$ cat src/rtl/alu_bit_serial_seq_pkg.sv
// Shared definitions for the bit-serial ALU sequencer.
//   - FS opcode constants (5-bit function-select encoding used by the 1-bit cell)
//   - Sequencer FSM state encoding
//   - Small opcode-classification helpers
//
// FS encoding:
//   fs[4] = 0        : logic op, fs[3:0] is the truth table indexed by {a,b}
//                      (F = fs[{a,b}], so 0110 is XOR, 1000 is AND, 1110 is OR, ...)
//   fs[4:3] = 10     : arithmetic F = A + Y + Cin, where
//                      Y = fs[2] ? (B ^ {fs[1]}) : {fs[1]}  (0, all-ones, B, ~B)
//   fs[4:3] = 11     : shift, fs[0] = 0 left (fill = cin), fs[0] = 1 right (fill = cin)
package alu_bit_serial_seq_pkg;

    localparam logic [4:0] FsInc = 5'b10000;  // A + cin  (increment with cin=1)
    localparam logic [4:0] FsDec = 5'b10010;  // A + all-ones + cin
    localparam logic [4:0] FsAdd = 5'b10100;  // A + B + cin
    localparam logic [4:0] FsSub = 5'b10110;  // A + ~B + cin (A-B with cin=1)
    localparam logic [4:0] FsShl = 5'b11000;
    localparam logic [4:0] FsShr = 5'b11001;
    localparam logic [4:0] FsAnd = 5'b01000;
    localparam logic [4:0] FsOr  = 5'b01110;
    localparam logic [4:0] FsXor = 5'b00110;

    typedef enum logic [1:0] {
        StIdle = 2'd0,
        StRun  = 2'd1,
        StDone = 2'd2
    } state_e;

    function automatic logic is_logic_op(input logic [4:0] op);
        return ~op[4];
    endfunction

    function automatic logic is_shift_right(input logic [4:0] op);
        return op[4] & op[3] & op[0];
    endfunction

endpackage

$ cat src/rtl/alu_bit_serial_seq_cell.sv
// One-bit ALU cell, driven once per clock by the bit-serial sequencer.
// Ports:
//   a, b       operand bits at the current index
//   fs         5-bit function select
//   c_in       carry-in (or shift-left fill / previous bit)
//   a_next     operand A bit from index+1 (or fill bit at the MSB), for shift-right
//   f          result bit
//   c_out      carry-out; for shifts, the A bit handed to the next index
module alu_bit_serial_seq_cell
    import alu_bit_serial_seq_pkg::*;
(
    input  logic       a,
    input  logic       b,
    input  logic [4:0] fs,
    input  logic       c_in,
    input  logic       a_next,
    output logic       f,
    output logic       c_out
);

    logic       y;
    logic [3:0] truth;

    always_comb begin
        y     = fs[2] ? (b ^ fs[1]) : fs[1];
        truth = fs[3:0];
        f     = 1'b0;
        c_out = 1'b0;
        if (is_logic_op(fs)) begin
            f = truth[{a, b}];
        end else if (!fs[3]) begin
            f     = a ^ y ^ c_in;
            c_out = (a & y) | (a & c_in) | (y & c_in);
        end else if (fs[0]) begin
            f     = a_next;
            c_out = a;
        end else begin
            // Shift left: the carry chain carries the previous A bit upward.
            f     = c_in;
            c_out = a;
        end
    end

endmodule

$ cat src/rtl/alu_bit_serial_seq.sv
// Bit-serial ALU sequencer: walks one 1-bit ALU cell across a WIDTH-bit operand pair,
// LSB first, one bit per clock, registering carry and result bits between cycles.
// Ports:
//   clk, reset_n         clock (rising edge), asynchronous active-low reset
//   start                request, sampled only while ready=1
//   fs, a, b, cin        function select, operands, bit-0 carry / shift fill (latched on accept)
//   ready                high in IDLE only
//   busy                 high in RUN
//   done                 one-cycle pulse when f/c_out/zero are valid
//   f                    result, held from done until the next accept
//   c_out                carry / shift-out, 0 for logic ops
//   zero                 (f == 0)
module alu_bit_serial_seq
    import alu_bit_serial_seq_pkg::*;
#(
    parameter int unsigned WIDTH = 8
) (
    input  logic             clk,
    input  logic             reset_n,
    input  logic             start,
    input  logic [4:0]       fs,
    input  logic [WIDTH-1:0] a,
    input  logic [WIDTH-1:0] b,
    input  logic             cin,
    output logic             ready,
    output logic             busy,
    output logic             done,
    output logic [WIDTH-1:0] f,
    output logic             c_out,
    output logic             zero
);

    localparam int unsigned     IdxW    = $clog2(WIDTH);
    localparam logic [IdxW-1:0] LastIdx = IdxW'(WIDTH - 1);

    state_e          state_q, state_d;
    logic [IdxW-1:0] idx_q;
    logic [4:0]      fs_q;
    logic [WIDTH-1:0] a_q, b_q, f_q;
    logic            cin_q, carry_q, c_out_q;

    logic            accept, last_bit;
    logic            cell_f, cell_cout, cell_cin, cell_a_next, c_out_d;
    logic [WIDTH-1:0] a_shr;

    assign last_bit = (idx_q == LastIdx);

    // FSM next state and handshake outputs.
    always_comb begin
        state_d = state_q;
        ready   = 1'b0;
        busy    = 1'b0;
        done    = 1'b0;
        accept  = 1'b0;
        unique case (state_q)
            StIdle: begin
                ready = 1'b1;
                if (start) begin
                    accept  = 1'b1;
                    state_d = StRun;
                end
            end
            StRun: begin
                busy = 1'b1;
                if (last_bit) begin
                    state_d = StDone;
                end
            end
            StDone: begin
                done    = 1'b1;
                state_d = StIdle;
            end
            default: state_d = StIdle;
        endcase
    end

    always_ff @(posedge clk or negedge reset_n) begin
        if (!reset_n) begin
            state_q <= StIdle;
        end else begin
            state_q <= state_d;
        end
    end

    // a_shr[k] is A's bit k+1, with cin filling in above the MSB for shift-right.
    assign a_shr       = {cin_q, a_q[WIDTH-1:1]};
    assign cell_a_next = a_shr[idx_q];
    assign cell_cin    = (idx_q == '0) ? cin_q : carry_q;

    alu_bit_serial_seq_cell u_cell (
        .a      (a_q[idx_q]),
        .b      (b_q[idx_q]),
        .fs     (fs_q),
        .c_in   (cell_cin),
        .a_next (cell_a_next),
        .f      (cell_f),
        .c_out  (cell_cout)
    );

    always_comb begin
        c_out_d = cell_cout;
        if (is_logic_op(fs_q)) begin
            c_out_d = 1'b0;
        end else if (is_shift_right(fs_q)) begin
            c_out_d = a_q[0];
        end
    end

    always_ff @(posedge clk or negedge reset_n) begin
        if (!reset_n) begin
            idx_q   <= '0;
            fs_q    <= '0;
            a_q     <= '0;
            b_q     <= '0;
            cin_q   <= 1'b0;
            carry_q <= 1'b0;
            f_q     <= '0;
            c_out_q <= 1'b0;
        end else if (accept) begin
            fs_q  <= fs;
            a_q   <= a;
            b_q   <= b;
            cin_q <= cin;
            idx_q <= '0;
        end else if (busy) begin
            f_q[idx_q] <= cell_f;
            carry_q    <= cell_cout;
            idx_q      <= last_bit ? '0 : idx_q + IdxW'(1);
            if (last_bit) begin
                c_out_q <= c_out_d;
            end
        end
    end

    assign f     = f_q;
    assign c_out = c_out_q;
    assign zero  = (f_q == '0);

endmodule

$ cat config.mk
export PLATFORM = sky130hd
export DESIGN_NAME = alu_bit_serial_seq
export DESIGN_NICKNAME = d
export VERILOG_FILES = /design/src/rtl/alu_bit_serial_seq_pkg.sv /design/src/rtl/alu_bit_serial_seq_cell.sv /design/src/rtl/alu_bit_serial_seq.sv
export SDC_FILE = /design/constraint.sdc
export NUM_CORES = 1
export LEC_CHECK = 0
export ABC_CLOCK_PERIOD_IN_PS = 2330
export CAP_MARGIN = 20
export CORE_MARGIN = 8
export CORE_UTILIZATION = 48
export CTS_BUF_LIST = sky130_fd_sc_hd__clkbuf_4
export DETAILED_ROUTE_END_ITERATION = 6
export GPL_ROUTABILITY_DRIVEN = 0
export GPL_TIMING_DRIVEN = 0
export HOLD_SLACK_MARGIN = 0.02
export PLACE_DENSITY_LB_ADDON = 0.08
export SETUP_SLACK_MARGIN = 0.05
export SLEW_MARGIN = 30
export SYNTH_ARGS = -nofsm -noshare
export SYNTH_HDL_FRONTEND = slang
export SYNTH_SLANG_ARGS = --single-unit
$ cat constraint.sdc
create_clock -name clk -period 2.33 [get_ports clk]
set_input_delay 0.466 -clock clk [delete_from_list [all_inputs] [get_ports clk]]
set_output_delay 0.466 -clock clk [all_outputs]
set_load 0.005 [all_outputs]
==> summary.txt <==
Run status
  • Status: finished, violations left
  • Failing checks: setup timing

Critical path
  • Crit path max fanout: 8
  • Critical path class: reg2reg
  • Max stage delay cell, worst path: mux4_2
  • Crit path buffers/inverters: 1
  • Worst path top cell family by delay: multiplexers
  • Critical Path RT: around 2.6 ns
  • CP Launch Type: flop
  • Worst EP arrival: 2.86 ns
  • Worst-path cell chain: buf_4, mux2i_1, mux4_2, and2b_1, xnor2_2, fa_1, nand2b_1, nand3_4, a41oi_2
  • CP Capture Type: flop
  • Worst path max stage delay: 0.50 ns

Die
  • DIE HEIGHT: about 79 um
  • DIE WIDTH: 79.2 um
  • Initial core utilization: 0.490
  • Cell Rows: 23
  • Full die area: 6280 um2
  • Ports: 38
  • Core box area: 3910 um2

Synthesis
  • Synth Area in XOR/XNOR: 0.00457
  • Synth Area in Simple Gates: 0.234
  • Syn Area/Cell: 9.09 um2
  • Synth Instances: 211
  • Most frequent cell after synthesis: nand2_1
  • Area leader, netlist: dfrtp_1
  • Synthesized cell area: 1920 um2
  • Top cells by count, synth: nand2_1 (72), dfrtp_1 (37), nor2_1 (13)
  • Main combinational cell family by area after synthesis: simple AND/OR/NAND/NOR gates
  • Flops & latches, synth: 37
  • Count of flip-flops with a built-in enable after synthesis: 0
  • Main area contributors after synthesis: dfrtp_1 (48%), nand2_1 (14%), mux2i_1 (5.2%)
  • Syn_nets: 240
  • Yosys cell types: 36
  • Compound-Gate Fraction of Synth Area: 0.112
  • Post-synthesis mux area share: 0.0972
  • Ys async rst share: 1.00
  • Share of the synthesized area in the top cell type: 0.483
  • Seq/Total Area, Yosys: 0.483
  • Ys flop type: dfrtp_1
  • Synth Area in Adders: 0.0300
  • Synth warn: 0

Timing
  • Minimum clock period: 2.58 ns
  • Final setup skew: 0.00907 ns
  • Setup ws final: -0.246 ns
  • Slew headroom: 0.686
  • Final Setup Violations: 9
  • Final slew viol count: 0
  • Fmax: 388 MHz
  • Final Cycle Share: 1.11
  • Slew @ Worst Pin: around 0.47 ns
  • Final hold vios: 0
  • WHS: 0.0211 ns
  • RSZ-0062 raised after global routing: yes

Placement
  • Final HPWL DP: 3320 um
  • Area after DPL: about 2400 um2
  • # port buffers: 37

Pwr
  • Flop pwr share: 0.323
  • Combinational power share: 0.554
  • Internal power: 2.17 mW
  • Leak pwr: 1.19 nW
  • Worst vdd ir: 0.601 mV
  • Switch share: 0.412
  • Net Sw Power: 1.52 mW
  • Clock power share: 0.123
  • Power Density: 1440 nW/um2

Layout
  • FF/Latch Area: 927 um2
  • Antenna cells: 0
  • Fillers: 346
  • Layout Nets: between 200 and 300
  • Proportion of layout cells with a drive suffix above 1: 0.134
  • Multi-input gate area: 981 um2
  • Layout Area Growth over Synthesis: 33.8%
  • Final Cell Area: 2570 um2

Clock network
  • CTS Root Cell: clkbuf_4
  • Num Clock Sinks: 37
  • Hold-fix buffers, CTS: 0
  • Maximum buffer depth of the clock tree: 2
  • CTS clk-pin slew, worst paths: 0.12 ns
  • Maximum level of the CTS H-tree: 2
  • TritonCTS Buffers: 5
  • Clk Latency, worst-skew pair: 0.35 ns
  • CTS tree: built

GRT
  • Tot GR Track Use: 0.155
  • Remaining Overflow, GRT: 0
  • Largest net degree at the start of global routing: 24
  • Initial antenna violation count: 0
  • Vias in the first global route: 1,713
  • Global-route wire length before repair: 7850 um

Routing
  • Final Routed Wirelength: 4570 um
  • Detailed Routing Iterations Pass 1: 4
  • Post-route DRC: 0
  • Remaining antenna violation count: 0
  • Per-cell routed wire length: between 10 and 15 um
  • DRT iter0 DRCs: 70
  • Total number of vias: 1,636
  • Vias per std cell: 5.24

Flow run
  • Max cap viols: 0

Min path
  • Worst Hold Class: in2async
worst register-to-register path: stages (launching register included):
cell and delay, ns:
dfrtp_2 0.46, buf_4 0.15, mux2i_1 0.11, mux4_2 0.50, and2b_1 0.25, xnor2_2 0.12, fa_1 0.42, nand2b_1 0.12
nand3_4 0.15, a41oi_2 0.22
metal layers:
| metal | up-vias | share of wire | GRT usage |
|---|---|---|---|
| met5 | - | 0 | 0 |
| li1 | 813 | - | - |
| met4 | 0 | 0.019 | 0.0722 |
| met2 | 38 | 0.48 | 0.254 |
| met3 | 7 | 0.047 | 0.0406 |
| met1 | 778 | 0.45 | 0.187 |
metrics by stage:
stage	power, mW	util	cells	TNS, ns	worst slack (ns)
detailed placement	3.06	0.613	299	-2.52	-0.306
floorplan	2.48	-	211	-0.841	-0.114
finish	3.70	0.656	312	-1.82	-0.246
global route	4.02	0.656	312	-2.82	-0.344
global placement	3.01	0.608	298	-4.04	-0.285
CTS	3.64	0.647	312	-1.62	-0.207
repair_timing:
item | CTS | global route
resized for setup | 6 | 9
endpoints found under the setup margin | 12 | 11
pin swaps | 5 | 4
buffers inserted | 6 | 0
power groups by stage:
stage               combinational (mW)  clock [mW]  sequential, mW
CTS                               1.99       0.461            1.19
finish                            2.05       0.454            1.19
floorplan                         1.33           0            1.15
detailed placement                1.85           0            1.21
global placement                  1.81           0            1.20
global route                      2.30       0.481            1.25
area by class of cell:
class / instances / area share
Multi-Input combinational cell: 156 / 0.382
Sequential cell: 37 / 0.361
Timing Repair Buffer: 44 / 0.170
Tap cell: 50 / 0.0244
Buffer: 9 / 0.0190
Clock buffer: 6 / 0.0176
Clock inverter: 2 / 0.0132
Inverter: 8 / 0.0122
registers in the layout, summed over array words and instances, names as in the netlist:
register  flops
a_q           8
b_q           8
c_out         1
carry_q       1
cin_q         1
f             8
fs_q          5
idx_q         3
state_q       2
cell usage in the layout (no fill, tap or decap), types with 2 or more instances in the layout:
cell	n
o21ai_0	4
mux2i_1	10
dfrtp_1	36
buf_4	6
ha_1	3
clkdlybuf4s50_1	35
a31oi_1	6
nand3_1	2
o31ai_1	4
or4_1	2
buf_2	2
a21oi_1	4
nor2_1	13
clkbuf_2	2
mux4_2	2
o21ai_1	2
nand2b_1	3
mux2_4	2
nor2b_1	3
inv_1	7
a41oi_2	2
clkbuf_4	6
nand2_1	72
nor3_1	4
clkbuf_1	5
cell families (layout without fill, tap and decap cells):
logic type / Yosys count / in the layout
buf+inv: 18 / 69
simple gates: 106 / 106
xor+xnor: 1 / 1
compound gates: 30 / 30
flops: 37 / 37
fa+ha+maj: 4 / 4
mux: 15 / 15
worst paths after layout:
check                              start     end  slack (ns)  depth (start not counted)
worst max-delay path            idx_q[0]    f[4]       -0.25                          9
worst min register to register    b_q[6]  b_q[6]        0.49                          2
worst max register to register  idx_q[0]    f[4]       -0.25                          9
min in group clk                  b_q[6]  b_q[6]        0.49                          2
max in group asynchronous        reset_n  a_q[2]        1.86                          2
worst min-delay path             reset_n    f[5]        0.02                          1
No activity file was read; power rests on OpenSTA's default activity.
